$ cat config.mk
export PLATFORM = sky130hd
export DESIGN_NAME = sipo_receiver
export DESIGN_NICKNAME = d
export VERILOG_FILES = /design/src/rtl/sipo_receiver.sv
export SDC_FILE = /design/constraint.sdc
export NUM_CORES = 1
export LEC_CHECK = 0
export BUFFER_PORTS_ARGS = -buffer_cell sky130_fd_sc_hd__buf_4
export CAP_MARGIN = 10
export CORE_MARGIN = 2
export CORE_UTILIZATION = 50
export DETAILED_ROUTE_END_ITERATION = 10
export PLACE_DENSITY = 0.85
export SYNTH_ARGS = -nofsm -noshare
export SYNTH_HDL_FRONTEND = slang
export SYNTH_SLANG_ARGS = --single-unit
$ cat constraint.sdc
create_clock -name i_Clk -period 3.57 [get_ports i_Clk]
set_clock_uncertainty 0.15 [all_clocks]
set_input_delay 0 -clock i_Clk [delete_from_list [all_inputs] [get_ports i_Clk]]
set_output_delay 0 -clock i_Clk [all_outputs]
set_load 0.03 [all_outputs]
$ cat src/rtl/sipo_receiver.sv
// sipo_receiver: serial-in, parallel-out receiver with a valid/ready output stage.
// Data arrives MSB first. A completed word moves into a separate output
// register, so the next frame can be received while that word waits.
// The optional macro SIPO_RECEIVER_PARITY_EN adds one even-parity bit after
// the data LSB. With the macro undefined (the default), o_ParErr is tied to 0.
module sipo_receiver #(
  parameter int BW_DATA = 8
) (
  input  logic               i_Clk,
  input  logic               i_Rstn,
  input  logic               i_Start,
  input  logic               i_Sin,
  input  logic               i_Sin_vld,
  input  logic               i_Ready,
  output logic [BW_DATA-1:0] o_Qout,
  output logic               o_Valid,
  output logic               o_Busy,
  output logic               o_Overrun,
  output logic               o_ParErr
);

`ifdef SIPO_RECEIVER_PARITY_EN
  localparam int FRAME_LEN = BW_DATA + 1;
  localparam int SW        = BW_DATA;
`else
  localparam int FRAME_LEN = BW_DATA;
  localparam int SW        = BW_DATA - 1;
`endif
  localparam int CW = $clog2(FRAME_LEN);

  typedef enum logic {IDLE, SHIFT} state_t;

  state_t             state_q, state_d;
  logic [CW-1:0]      cnt_q, cnt_d;
  logic [SW-1:0]      shift_q, shift_d;
  logic [SW-1:0]      shiftStep;
  logic [BW_DATA-1:0] qout_q, qout_d;
  logic [BW_DATA-1:0] word;
  logic               valid_q, valid_d;
  logic               overrun_q, overrun_d;
  logic               shiftEn;
  logic               frameDone;
  logic               loadWord;

`ifdef SIPO_RECEIVER_PARITY_EN
  logic parErr_q, parErr_d;
  logic parBad;

  // The parity bit is the last bit of the frame and is never shifted in.
  // At completion, shift_q already holds the whole data word.
  assign shiftStep = {shift_q[SW-2:0], i_Sin};
  assign shiftEn   = (cnt_q < CW'(BW_DATA));
  assign word      = shift_q;
  assign parBad    = ^{shift_q, i_Sin};
`else
  logic [SW:0] shiftNext;

  // The register keeps only BW_DATA-1 bits. The final bit completes the word
  // combinationally on the edge where it is sampled.
  assign shiftNext = {shift_q, i_Sin};
  assign shiftStep = shiftNext[SW-1:0];
  assign shiftEn   = 1'b1;
  assign word      = shiftNext;
`endif

  // Next-state logic: frame sequencing, bit counting and the shift register
  always_comb begin
    state_d   = state_q;
    cnt_d     = cnt_q;
    shift_d   = shift_q;
    frameDone = 1'b0;
    case (state_q)
      IDLE: begin
        if (i_Start) begin
          state_d = SHIFT;
          cnt_d   = '0;
          shift_d = '0;
        end
      end
      SHIFT: begin
        if (i_Sin_vld) begin
          if (shiftEn) begin
            shift_d = shiftStep;
          end
          if (cnt_q == CW'(FRAME_LEN - 1)) begin
            frameDone = 1'b1;
            state_d   = IDLE;
            cnt_d     = '0;
          end else begin
            cnt_d = cnt_q + CW'(1);
          end
        end
      end
      default: state_d = IDLE;
    endcase
  end

  // Output stage: load a finished word only when the slot is free or being
  // consumed on this edge; otherwise drop the word and flag the overrun
  always_comb begin
    loadWord  = frameDone && (!valid_q || i_Ready);
    qout_d    = qout_q;
    valid_d   = valid_q;
    overrun_d = overrun_q | (frameDone && valid_q && !i_Ready);
    if (loadWord) begin
      qout_d  = word;
      valid_d = 1'b1;
    end else if (valid_q && i_Ready) begin
      valid_d = 1'b0;
    end
  end

`ifdef SIPO_RECEIVER_PARITY_EN
  // The parity flag belongs to the word in o_Qout, so it loads together with it
  always_comb begin
    parErr_d = parErr_q;
    if (loadWord) begin
      parErr_d = parBad;
    end
  end

  // Parity flag register with synchronous active-low reset
  always_ff @(posedge i_Clk) begin
    if (!i_Rstn) begin
      parErr_q <= 1'b0;
    end else begin
      parErr_q <= parErr_d;
    end
  end

  assign o_ParErr = parErr_q;
`else
  assign o_ParErr = 1'b0;
`endif

  // State and datapath registers with synchronous active-low reset
  always_ff @(posedge i_Clk) begin
    if (!i_Rstn) begin
      state_q   <= IDLE;
      cnt_q     <= '0;
      shift_q   <= '0;
      qout_q    <= '0;
      valid_q   <= 1'b0;
      overrun_q <= 1'b0;
    end else begin
      state_q   <= state_d;
      cnt_q     <= cnt_d;
      shift_q   <= shift_d;
      qout_q    <= qout_d;
      valid_q   <= valid_d;
      overrun_q <= overrun_d;
    end
  end

  assign o_Qout    = qout_q;
  assign o_Valid   = valid_q;
  assign o_Busy    = (state_q == SHIFT);
  assign o_Overrun = overrun_q;

endmodule
# --- Word level (Yosys, flattened, before mapping) ---
# Cells that the tools add are included.
totals:
  output_inout_bits: 12
  regBits: 21
  input_bits: 6
  elab_cells: 37
classes:
  eq_ne: 3
  bitwise: 2
  mux: 16
  reduce_logical: 9
  add_sub_neg: 1
op_table:
  columns: ["operator", "n"]
  rows:
  - ["2-to-1 mux 7 bit", 2]
  - ["case mux 7 bit (2 select lines)", 1]
  - ["2-to-1 mux 3 bit", 3]
  - ["2-to-1 mux 1 bit", 8]
  - ["case mux 3 bit (2 select lines)", 1]
  - ["logical AND 1 bit", 4]
  - ["inequality test 2 bit, second input constant", 2]
  - ["adder 3 x 1 -> 3 bit, second input constant", 1]
  - ["== test 3 bit, second input constant", 1]
  - ["zero test 1 bit", 2]
  - ["case mux 1 bit (2 select lines)", 1]
  - ["AND reduction 2 bit", 1]
  - ["nonzero test 2 bit", 1]
  - ["logical OR 1 bit", 1]
  - ["inverter 1 bit", 1]
  - ["bitwise OR 1 bit", 1]

# --- Depth between registers and ports, before layout ---
logic_depth:
  ltp_word: 7
  mapped_depth: 6
  ltp_nobuf: 5

# --- Worst setup path after synthesis ---
# No wires, ideal clock.
synth_path:
  path_kind: "register to register"
  startpoint: "register cnt_q[0]"
  endpoint: "register qout_q[0] (netlist: o_Qout[0])"
  path_slack_ns: 2.135
  arrival_time_ns: 1.213
  path_stages_with_launch: 7
  setup_ns: 0.072
  path_buffers: 1
  required_time_ns: 3.348
  period_less_slack_ns: 1.435
  path_cell_list: "dfxtp_1 ha_1 ha_1 nand3_2 nor2b_1 buf_6 mux2i_1"
synth_between:
  elab_chain_cells: 5
synth_rtl:
  columns: ["item", "line", "rtl"]
  rows:
  - ["from (decl)", "34", "logic [CW-1:0] cnt_q, cnt_d;"]
  - ["from (signal assigned)", "147", "cnt_q <= cnt_d;"]
  - ["== test 3 bit", "85", "if (cnt_q == CW'(FRAME_LEN - 1)) begin"]
  - ["2-to-1 mux 1 bit", "85", null]
  - ["2-to-1 mux 1 bit", "81", "if (i_Sin_vld) begin"]
  - ["2-to-1 mux 1 bit", "72", "case (state_q)"]
  - ["logical AND 1 bit", "101", "loadWord = frameDone && (!valid_q || i_Ready);"]
  - ["to (signal assigned)", "149", "qout_q <= qout_d;"]
  - ["to (decl)", "37", "logic [BW_DATA-1:0] qout_q, qout_d;"]
# Every way passes these cells.
# A chain may end at the register's enable or synchronous reset.

# --- Worst setup path after layout ---
# Same ends and word-level chain as after synthesis.

==> reports/qor.yml <==
outcome: "completed"
p_switching_uw: 86.7
synth-main-ff-cell: "dfxtp_1"
viasPerCell: 5.28
yosysWarnings: 0
hold_class: "in2reg"
irDropWorstVdd_uv: 218
final_hold_viol_count: 0
crit_type: "reg2reg"
startpoint_type: "flop"
slowest_delay_ps: 730
worst_slack_ps: 963
wirelength_mm: 1.48
placed_cell_area_sq_um: 952
seq_area_frac_synth: 0.491
num_vias: 649
port_buffers: 16
ant_nets: 0
setup_tns_ps: 0
synth_top_area_share: 0.491
syn_area_sq_um: 856
ys_types: 20
power.density_nw_per_um2: 358
cp.required_ps: 3670
dp_cells: 111
fillers: 122
rows: 14
grt_max_degree: 30
synth_commonest_cells: "dfxtp_1, nand2_1, nor2b_1"
worst-path-buf-inv: 1
clk_latency_ps: 300
clockRootBuffer: "clkbuf_4"
cp_common_cell: "ha_1"
num-nets-final: 116
relSlewSlack: 0.390
fin_cells: 123
place_congestion: 0.709
post_synth_inst_count: 85
cts_max_level: 1
cts_sinks: 21
yosysMostFrequentCell: "dfxtp_1"
core_sq_um: 1560
syn_avg_cell_area_sq_um: 10.1
path_cells: "ha_1, ha_1, nand3_2, nor2b_1, mux2i_1, dlygate4sd3_1"
first_iter_violations: 7
dieArea_sq_um: 2060
leakagePower_uw: 0.000402
grt.overflow.total: 0
synth_async_sr_flop_share: 0
clkTransAtPathRegs_ps: 110
start_util: 0.549
synth_edf_count: 0
drv_cap: 0
finalCritPeriodShare: 0.730
die_y_microns: 45.4
finalInstanceArea_sq_um: 1060
p_clk_frac: 0.288
crit_arrival_ps: 2710
dp_worst_setup_slack_ps: 1530
cts_tree: "built"
tightest_slew_ps: 914
fmax_mhz: 384
p_comb_frac: 0.083
antenna_found_initial: 0
yosys.area.top_type: "dfxtp_1"
wl_per_cell_microns: 12.1
rrSetupSlack_ps: 960
io_pins: 18
antenna_cells: 0
yosys_register_bits: 21
grt_pass1_wl_mm: 2.51
drive_gt1_frac: 0.215
die-width_microns: 45.4
setup_violations: 0
crit_path_end_kind: "flop"
clk_path_buf_depth: 2
synth.area.top_cells: "dfxtp_1, mux2i_1, a22oi_1"
slew_violations: 0
p_seq_frac: 0.629
area_delta_synth_final_pct: 23.8
swShare: 0.228
cpMaxStageDelayCell: "nor2b_1"
grt_pass1_vias: 586
track_usage: 0.167
p_int_uw: 293
period_needed_ps: 2610
whs_ps: 14.8
crit_family: "simple AND/OR/NAND/NOR gates"
critPathMaxFanout: 8
synth_nets: 93
cts_made_buffers: 3
drc_errors: 0
rsz0062_at_grt: "no"
post_cts_resized: 0
firstDrtPassIters: 4
dpl.hpwl_microns: 959
## routing by layer
metal,GRT usage,vias up,part of all wire
met3,0.0357,0,0.026
li1,-,329,-
met5,0,-,0
met1,0.204,310,0.46
met4,0.0529,0,0
met2,0.291,10,0.51
## cells in the final DEF (no fill, tap or decap)
cell type	synthesis	routed
dfxtp_1	21	21
nand2_1	16	16
buf_4	1	16
nor2b_1	11	11
a22oi_1	10	10
mux2i_1	8	8
dlygate4sd3_1	0	8
clkbuf_4	0	3
nor2_1	2	2
ha_1	2	2
nand3_2	1	1
nand2b_1	1	1
and2_2	1	1
mux2i_4	1	1
o21ai_0	1	1
a21oi_1	1	1
a21boi_0	1	1
o21a_1	1	1
conb_1	1	1
clkinv_2	0	1
## through the flow
step,total power (uW),utilization
3_5_place_dp,270,0.611
2_1_floorplan,263,-
5_1_grt,398,0.680
4_1_cts,387,0.680
6_report,380,0.680
3_3_place_gp,269,0.611
## logic make-up after synthesis
group                    Yosys count  synth area share
AO/OA/AOI/OAI                     14             0.117
adder cells (fa/ha/maj)            2            0.0292
buffers and inverters              6            0.0512
flip-flops                        21             0.491
multiplexers                       9             0.120
other                              1           0.00438
AND/OR/NAND/NOR                   32             0.187
## cell type report
type | instances | area [sq um] | area share
Sequential cell | 21 | 420 | 0.397
Multi-Input combinational cell | 58 | 392 | 0.370
Timing Repair Buffer | 24 | 200 | 0.189
Clock buffer | 3 | 22.5 | 0.0213
Tap cell | 16 | 20.0 | 0.0189
Clock inverter | 1 | 5.00 | 0.00472
## state kept, by name, summed over array words and instances (netlist names)
name,cells
o_Qout,8
shift_q,7
cnt_q,3
o_Busy,1
o_Overrun,1
o_Valid,1
## power by group through the flow
stage / combinational, uW / clock [uW] / sequential (uW)
2_1_floorplan: 18.1 / 0 / 245
3_3_place_gp: 25.6 / 0 / 244
3_5_place_dp: 26.3 / 0 / 244
4_1_cts: 31.1 / 117 / 239
5_1_grt: 33.8 / 125 / 239
6_report: 31.4 / 109 / 239
## timing repair
action,4_1_cts,5_1_grt
setup buffers,0,0
hold endpoints to repair,21,0
hold buffers,8,0
## tightest hold or removal path: cells and delay by family
kind | cells | cell delay (ps)
AO/OA/AOI/OAI | 1 | 150
buffers and inverters | 1 | 70
AND/OR/NAND/NOR | 2 | 190
## worst paths after layout
check	startpoint	to	cells after the start
worst min register to register	o_Qout[6]	o_Qout[6]	2
worst max register to register	cnt_q[0]	o_Qout[0]	6
worst max-delay path	cnt_q[0]	o_Qout[0]	6
worst min-delay path	i_Ready	o_Overrun	4
No activity file was read; power rests on OpenSTA's default activity.
